`src/rtl/irq_pkg.sv`:
```
// Shared constants for the interrupt front-end: opcodes, command/status field
// positions and the priority helper used when IRQ_PRIORITY_EN is defined.
package irq_pkg;

  localparam logic [1:0] OP_MASK  = 2'b00;
  localparam logic [1:0] OP_CLEAR = 2'b01;
  localparam logic [1:0] OP_MODE  = 2'b10;
  localparam logic [1:0] OP_SET   = 2'b11;

  localparam int CMD_OP_HI = 7;
  localparam int CMD_OP_LO = 6;
  localparam int CMD_TGL   = 5;

  localparam int ST_ACK     = 7;
  localparam int ST_ANY     = 6;
  localparam int ST_MASK_LO = 3;
  localparam int ST_PEND_LO = 0;

  // Keeps only the highest-index set bit (line 2 outranks line 0).
  function automatic logic [2:0] hi_onehot(input logic [2:0] v);
    logic [2:0] r;
    if (v[2]) begin
      r = 3'b100;
    end else if (v[1]) begin
      r = 3'b010;
    end else if (v[0]) begin
      r = 3'b001;
    end else begin
      r = 3'b000;
    end
    return r;
  endfunction

endpackage

```
`src/rtl/irq_if.sv`:
```
// CPU-facing bundle of the interrupt front-end: raw requests, command port,
// status port and the forwarded interrupt lines.
interface irq_if #(
  parameter int N_IRQ = 3
);
  logic [N_IRQ-1:0] irq_in;
  logic [7:0]       cmd_port;
  logic [7:0]       status_port;
  logic [N_IRQ-1:0] irq_out;

  modport master (
    output irq_in,
    output cmd_port,
    input  status_port,
    input  irq_out
  );

  modport slave (
    input  irq_in,
    input  cmd_port,
    output status_port,
    output irq_out
  );
endinterface

```
`src/rtl/irq_sync_edge.sv`:
```
// One interrupt line: multi-flop synchroniser, previous-value flop and the
// edge/level event qualifier.
module irq_sync_edge #(
  parameter int SYNC_STAGES = 2
) (
  input  logic clk,
  input  logic reset,
  input  logic i_irq,
  input  logic i_level,
  output logic o_event
);

  logic [SYNC_STAGES-1:0] r_sync;
  logic                   r_prev;
  logic                   w_s;

  assign w_s = r_sync[SYNC_STAGES-1];

  // Synchroniser shift chain plus the one-cycle-delayed copy for edge detect.
  always_ff @(posedge clk or negedge reset) begin
    if (!reset) begin
      r_sync <= '0;
      r_prev <= 1'b0;
    end else begin
      r_sync <= {r_sync[SYNC_STAGES-2:0], i_irq};
      r_prev <= w_s;
    end
  end

  always_comb begin
    o_event = 1'b0;
    if (i_level) begin
      o_event = w_s;
    end else begin
      o_event = w_s & ~r_prev;
    end
  end

endmodule

```
`src/rtl/irq_controller.sv`:
```
// Interrupt front-end: synchronise, qualify, latch, mask and forward requests
// to the CPU. Optional IRQ_PRIORITY_EN forwards only the highest masked line.
module irq_controller
  import irq_pkg::*;
#(
  parameter int         N_IRQ       = 3,
  parameter int         SYNC_STAGES = 2,
  parameter logic [2:0] MASK_RST    = 3'b111
) (
  input  logic clk,
  input  logic reset,
  irq_if.slave bus
);

  logic [1:0]       r_cmd_op;
  logic             r_cmd_tgl;
  logic [N_IRQ-1:0] r_cmd_opnd;
  logic             r_ack;
  logic [N_IRQ-1:0] r_mask;
  logic [N_IRQ-1:0] r_mode;
  logic [N_IRQ-1:0] r_pending;
  logic [N_IRQ-1:0] r_irq_out;

  logic [N_IRQ-1:0] w_event;
  logic             w_exec;
  logic [N_IRQ-1:0] w_mask_nxt;
  logic [N_IRQ-1:0] w_mode_nxt;
  logic [N_IRQ-1:0] w_pend_nxt;
  logic [N_IRQ-1:0] w_fwd;
  logic [N_IRQ-1:0] w_out_nxt;
  logic [2:0]       w_mask3;
  logic [2:0]       w_pend3;
  logic             w_any;

  for (genvar g = 0; g < N_IRQ; g++) begin : g_line
    irq_sync_edge #(
      .SYNC_STAGES (SYNC_STAGES)
    ) u_sync (
      .clk     (clk),
      .reset   (reset),
      .i_irq   (bus.irq_in[g]),
      .i_level (r_mode[g]),
      .o_event (w_event[g])
    );
  end

  // Capture the CPU command port every cycle; reserved bits are not kept.
  always_ff @(posedge clk or negedge reset) begin
    if (!reset) begin
      r_cmd_op   <= 2'b00;
      r_cmd_tgl  <= 1'b0;
      r_cmd_opnd <= '0;
    end else begin
      r_cmd_op   <= bus.cmd_port[CMD_OP_HI:CMD_OP_LO];
      r_cmd_tgl  <= bus.cmd_port[CMD_TGL];
      r_cmd_opnd <= bus.cmd_port[N_IRQ-1:0];
    end
  end

  // A command runs once whenever the captured toggle differs from ack.
  always_comb begin
    w_exec     = (r_cmd_tgl != r_ack);
    w_mask_nxt = r_mask;
    w_mode_nxt = r_mode;
    w_pend_nxt = r_pending;
    if (w_exec) begin
      case (r_cmd_op)
        OP_MASK:  w_mask_nxt = r_cmd_opnd;
        OP_CLEAR: w_pend_nxt = r_pending & ~r_cmd_opnd;
        OP_MODE:  w_mode_nxt = r_cmd_opnd;
        OP_SET:   w_pend_nxt = r_pending | r_cmd_opnd;
        default:  w_pend_nxt = r_pending;
      endcase
    end else begin
      w_pend_nxt = r_pending;
    end
    // Hardware events are applied last so they win over a same-cycle CLEAR.
    w_pend_nxt = w_pend_nxt | w_event;
  end

  always_comb begin
    w_fwd = r_pending & r_mask;
`ifdef IRQ_PRIORITY_EN
    begin
      logic [2:0] w_fwd3;
      logic [2:0] w_pri3;
      w_fwd3              = 3'b000;
      w_fwd3[N_IRQ-1:0]   = w_fwd;
      w_pri3              = hi_onehot(w_fwd3);
      w_out_nxt           = w_pri3[N_IRQ-1:0];
    end
`else
    w_out_nxt = w_fwd;
`endif
  end

  // Configuration, pending latch, handshake ack and the registered CPU lines.
  always_ff @(posedge clk or negedge reset) begin
    if (!reset) begin
      r_ack     <= 1'b0;
      r_mask    <= MASK_RST[N_IRQ-1:0];
      r_mode    <= '0;
      r_pending <= '0;
      r_irq_out <= '0;
    end else begin
      r_ack     <= r_cmd_tgl;
      r_mask    <= w_mask_nxt;
      r_mode    <= w_mode_nxt;
      r_pending <= w_pend_nxt;
      r_irq_out <= w_out_nxt;
    end
  end

  // Absent lines read back as zero in the status word.
  always_comb begin
    w_mask3            = 3'b000;
    w_pend3            = 3'b000;
    w_mask3[N_IRQ-1:0] = r_mask;
    w_pend3[N_IRQ-1:0] = r_pending;
    w_any              = |w_fwd;
  end

  always_comb begin
    bus.status_port                     = 8'h00;
    bus.status_port[ST_ACK]             = r_ack;
    bus.status_port[ST_ANY]             = w_any;
    bus.status_port[ST_MASK_LO +: 3]    = w_mask3;
    bus.status_port[ST_PEND_LO +: 3]    = w_pend3;
  end

  assign bus.irq_out = r_irq_out;

endmodule
```
`src/flat_wrapper.sv`:
```
// flat-port wrapper written by rule: the top's interface ports become plain ports
module irq_controller_flat import irq_pkg::*;
#(
  parameter int         N_IRQ       = 3,
  parameter int         SYNC_STAGES = 2,
  parameter logic [2:0] MASK_RST    = 3'b111
)
  (clk, reset, bus_irq_in, bus_cmd_port, bus_status_port, bus_irq_out);
  irq_if #(.N_IRQ(N_IRQ)) bus_i ();
  input  logic clk;
  input  logic reset;
  input wire logic [$bits(bus_i.irq_in)-1:0] bus_irq_in;
  input wire logic [$bits(bus_i.cmd_port)-1:0] bus_cmd_port;
  output wire logic [$bits(bus_i.status_port)-1:0] bus_status_port;
  output wire logic [$bits(bus_i.irq_out)-1:0] bus_irq_out;
  assign bus_i.irq_in = bus_irq_in;
  assign bus_i.cmd_port = bus_cmd_port;
  assign bus_status_port = bus_i.status_port;
  assign bus_irq_out = bus_i.irq_out;
  irq_controller #(.N_IRQ(N_IRQ), .SYNC_STAGES(SYNC_STAGES), .MASK_RST(MASK_RST)) u_core (.clk(clk), .reset(reset), .bus(bus_i));
endmodule
```
`config.mk`:
```
export PLATFORM = sky130hd
export DESIGN_NAME = irq_controller_flat
export DESIGN_NICKNAME = d
export VERILOG_FILES = /design/src/rtl/irq_pkg.sv /design/src/rtl/irq_if.sv /design/src/rtl/irq_sync_edge.sv /design/src/rtl/irq_controller.sv /design/src/flat_wrapper.sv
export SDC_FILE = /design/constraint.sdc
export NUM_CORES = 1
export LEC_CHECK = 0
export CAP_MARGIN = 15
export CORE_ASPECT_RATIO = 1.2
export CORE_MARGIN = 10
export CORE_UTILIZATION = 46
export CTS_BUF_LIST = sky130_fd_sc_hd__clkbuf_16
export CTS_CLUSTER_SIZE = 14
export DETAILED_ROUTE_END_ITERATION = 7
export PLACE_DENSITY = 0.74
export SYNTH_ARGS = -nofsm -noshare
export SYNTH_HDL_FRONTEND = slang
export SYNTH_SLANG_ARGS = --single-unit
```
`constraint.sdc`:
```
create_clock -name clk -period 1.45 [get_ports clk]
set_clock_uncertainty 0.05 [all_clocks]
set_input_delay 0.29 -clock clk [delete_from_list [all_inputs] [get_ports clk]]
set_output_delay 0.29 -clock clk [all_outputs]
set_load 0.02 [all_outputs]
```
==> results.sh <==
export IMPL_fin_cells=115
export IMPL_netlist_top_cells_area="dfrtp_1 66%, dfstp_2 8.3%, mux2_4 4.7%, mux2_2 3.6%, o21ai_0 3.2%"
export IMPL_synth_area_um2=948
export IMPL_critPathKind="register to output pin"
export IMPL_min_period_ns=1.47
export IMPL_hold_path_class="register to register"
export IMPL_yosys_warnings=0
export IMPL_routed_wl_mm=1.77
export IMPL_areaGrowthSynthToFinish_pct=40.8
export IMPL_power_density_nw_per_um2=1470
export IMPL_ys_async_sr_fraction=1.00
export IMPL_worst_slack_ns=-0.0199
export IMPL_p_total_mw=1.96
export IMPL_place_area_um2=1250
export IMPL_yosysTopAreaCell="dfrtp_1"
export IMPL_synth_yosys_seq_area_share=0.743
export IMPL_synth_cell_types=16
export IMPL_max_cap_viol_count=0
export IMPL_fp_dieArea_um2=4290
export IMPL_period_share=1.01
export IMPL_synth_edf_count=0
export IMPL_drc_errors=0
export IMPL_cts_tree="yes"
export IMPL_start_util=0.501
export IMPL_synth_flop_cell="dfrtp_1"
export IMPL_maxSlewViolCount=0
export IMPL_grt_overflow=0
export IMPL_crit_end="bus_status_port[6]"
export IMPL_antenna_found_initial=0
export IMPL_rr_startpoint="u_core.r_ack$_DFF_PN0_"
export IMPL_core_um2=1890
export IMPL_vias=610
export IMPL_setup_viol=1
export IMPL_clk_insertion_delay_late_ns=0.26
export IMPL_gp_congestion=0.733
export IMPL_cp_data_required_time_ns=1.11
export IMPL_cp_arrival_ns=1.13
export IMPL_antenna_cells=0
export IMPL_fp_dieH_um=69.7
export IMPL_drt_pre_antenna_iters=5
export IMPL_final_nets=110
export IMPL_wl_per_cell_um=15.4
export IMPL_dpl_hpwl_mm=1.29
export IMPL_place_inst=110
export IMPL_avgSynthCellArea_um2=15.1
export IMPL_worstPathMaxFanout=2
export IMPL_peakVddDrop_mv=1.11
export IMPL_clock_tree_root_cell="clkbuf_16"
export IMPL_status="finished with violations"
export IMPL_syn_inst=63
export IMPL_synth_nets=76
export IMPL_finalHoldViolCount=0
export IMPL_row_count=17
export IMPL_setup_tns_ns=-0.0199
export IMPL_grt_usage=0.0926
export IMPL_reg2reg_depth=3
export IMPL_power_leakage_nw=0.611
export IMPL_tightest_slew_ns=0.215
export IMPL_viasPerCell=5.30
export IMPL_clockBufferDepth=2
export IMPL_dp_slack_ns=-0.241
export IMPL_drive_gt1_frac=0.333
export IMPL_ant_nets=0
export IMPL_relSlewSlack=0.855
export IMPL_die_w_um=61.5
export IMPL_io_pins=24
export IMPL_cts_hold_buf=0
export IMPL_drt_iter0_markers=22
export IMPL_portBuffers=21
export IMPL_ys_ff_latch=28
export IMPL_start_kind="register"
export IMPL_r2r_setup_slack_ns=0.05
export IMPL_first_global_vias=674
export IMPL_grt_pass1_wl_mm=2.95
export IMPL_r2r_end="u_core.r_mask[0]$_DFFE_PN1P_"
export IMPL_final_cell_mix="25 x dfrtp_1, 10 x clkdlybuf4s50_1, 9 x buf_4"
export IMPL_worst_setup_path_end_kind="output pin"
export IMPL_final_common_cell="dfrtp_1"
export IMPL_yosysTopAreaCellShare=0.660
export IMPL_clk_pin_slew_ns=0.06
export IMPL_fin_area_um2=1340
export IMPL_cp_startpoint="u_core.r_mask[0]$_DFFE_PN1P_"
export IMPL_grt_max_degree=29
export IMPL_rsz0062_at_grt="yes"
export IMPL_nFillCells=132
export IMPL_numCtsBuffers=3
export IMPL_violations="setup timing"
export IMPL_timing_fmax_mhz=680
export IMPL_clkSinkCount=28
export IMPL_htreeDepth=1
==> power by group <==
group,internal [mW],total [mW],switching [mW]
Clock,0.369,0.608,0.239
Combinational,0.227,0.420,0.193
Sequential,0.889,0.936,0.0469
==> critical path, cell delays in order (launching register included) <==
cell and delay [ns]:
dfstp_2 0.53, and2_4 0.14, nor3_2 0.04, inv_1 0.05, buf_6 0.11
==> synthesized netlist by cell type (all sizes together), types with 2 or more instances <==
| cell type | instances |
|---|---|
| dfrtp | 25 |
| mux2 | 6 |
| o21ai | 6 |
| inv | 4 |
| and2 | 3 |
| dfstp | 3 |
| nand2 | 3 |
| nand3 | 3 |
| nand4 | 3 |
| buf | 2 |
==> cell families (layout without fill, tap and decap cells) <==
group           after synthesis  in the layout  share of synthesized area
compound gates                6              6                     0.0317
xor+xnor                      2              2                     0.0185
buf+inv                       6             39                     0.0317
flops                        28             28                      0.743
mux                           6              6                     0.0831
simple gates                 15             15                     0.0923
==> cell type report <==
cell class              instances  area [um^2]  area share
clock buffers                   3         75.1      0.0562
clock inverters                 1         3.75     0.00281
inverters                       4         15.0      0.0112
multi-input cells              29          234       0.175
flip-flops and latches         28          704       0.528
well taps                      19         23.8      0.0178
repair buffers                 31          279       0.209
==> worst min path at each step <==
stage	from	to	slack [ns]	depth (start not counted)
after detailed placement	u_core.g_line[1].u_sync.r_sync[0]$_DFF_PN0_	u_core.g_line[1].u_sync.r_sync[1]$_DFF_PN0_	0.29	0
final	u_core.g_line[1].u_sync.r_sync[0]$_DFF_PN0_	u_core.g_line[1].u_sync.r_sync[1]$_DFF_PN0_	0.30	0
after CTS	u_core.g_line[1].u_sync.r_sync[0]$_DFF_PN0_	u_core.g_line[1].u_sync.r_sync[1]$_DFF_PN0_	0.30	0
after global routing	u_core.g_line[0].u_sync.r_sync[0]$_DFF_PN0_	u_core.g_line[0].u_sync.r_sync[1]$_DFF_PN0_	0.31	0
after global placement	u_core.g_line[1].u_sync.r_sync[0]$_DFF_PN0_	u_core.g_line[1].u_sync.r_sync[1]$_DFF_PN0_	0.28	0
after floorplan	reset	u_core.bus.irq_out[0]$_DFF_PN0_	-0.06	0
==> sequential cells by signal (all words and copies together) (netlist names) <==
| name | flops |
|---|---|
| u_core.g_line.u_sync.r_sync | 6 |
| u_core.bus.irq_out | 3 |
| u_core.g_line.u_sync.r_prev | 3 |
| u_core.r_cmd_opnd | 3 |
| u_core.r_mask | 3 |
| u_core.r_mode | 3 |
| u_core.r_pending | 3 |
| u_core.r_cmd_op | 2 |
| u_core.r_ack | 1 |
| u_core.r_cmd_tgl | 1 |
==> metal layers <==
metal / up-vias / part of all wire / GRT usage
met4: 0 / 0.046 / 0.0788
met2: 32 / 0.51 / 0.147
li1: 278 / - / -
met3: 9 / 0.10 / 0.0366
met5: - / 0 / 0
met1: 291 / 0.34 / 0.0878
==> what timing repair did <==
item | CTS | global route
setup buffers | 0 | 1
gates resized for setup | 25 | 8
pin swaps | 0 | 3
setup endpoints to repair | 14 | 5
==> through the flow <==
step / util / hold WS [ns]
floorplan: - / -0.0556
global placement: 0.659 / 0.282
detailed placement: 0.659 / 0.288
CTS: 0.691 / 0.302
global route: 0.705 / 0.309
finish: 0.705 / 0.300
Power figures use the tool's default switching activity.
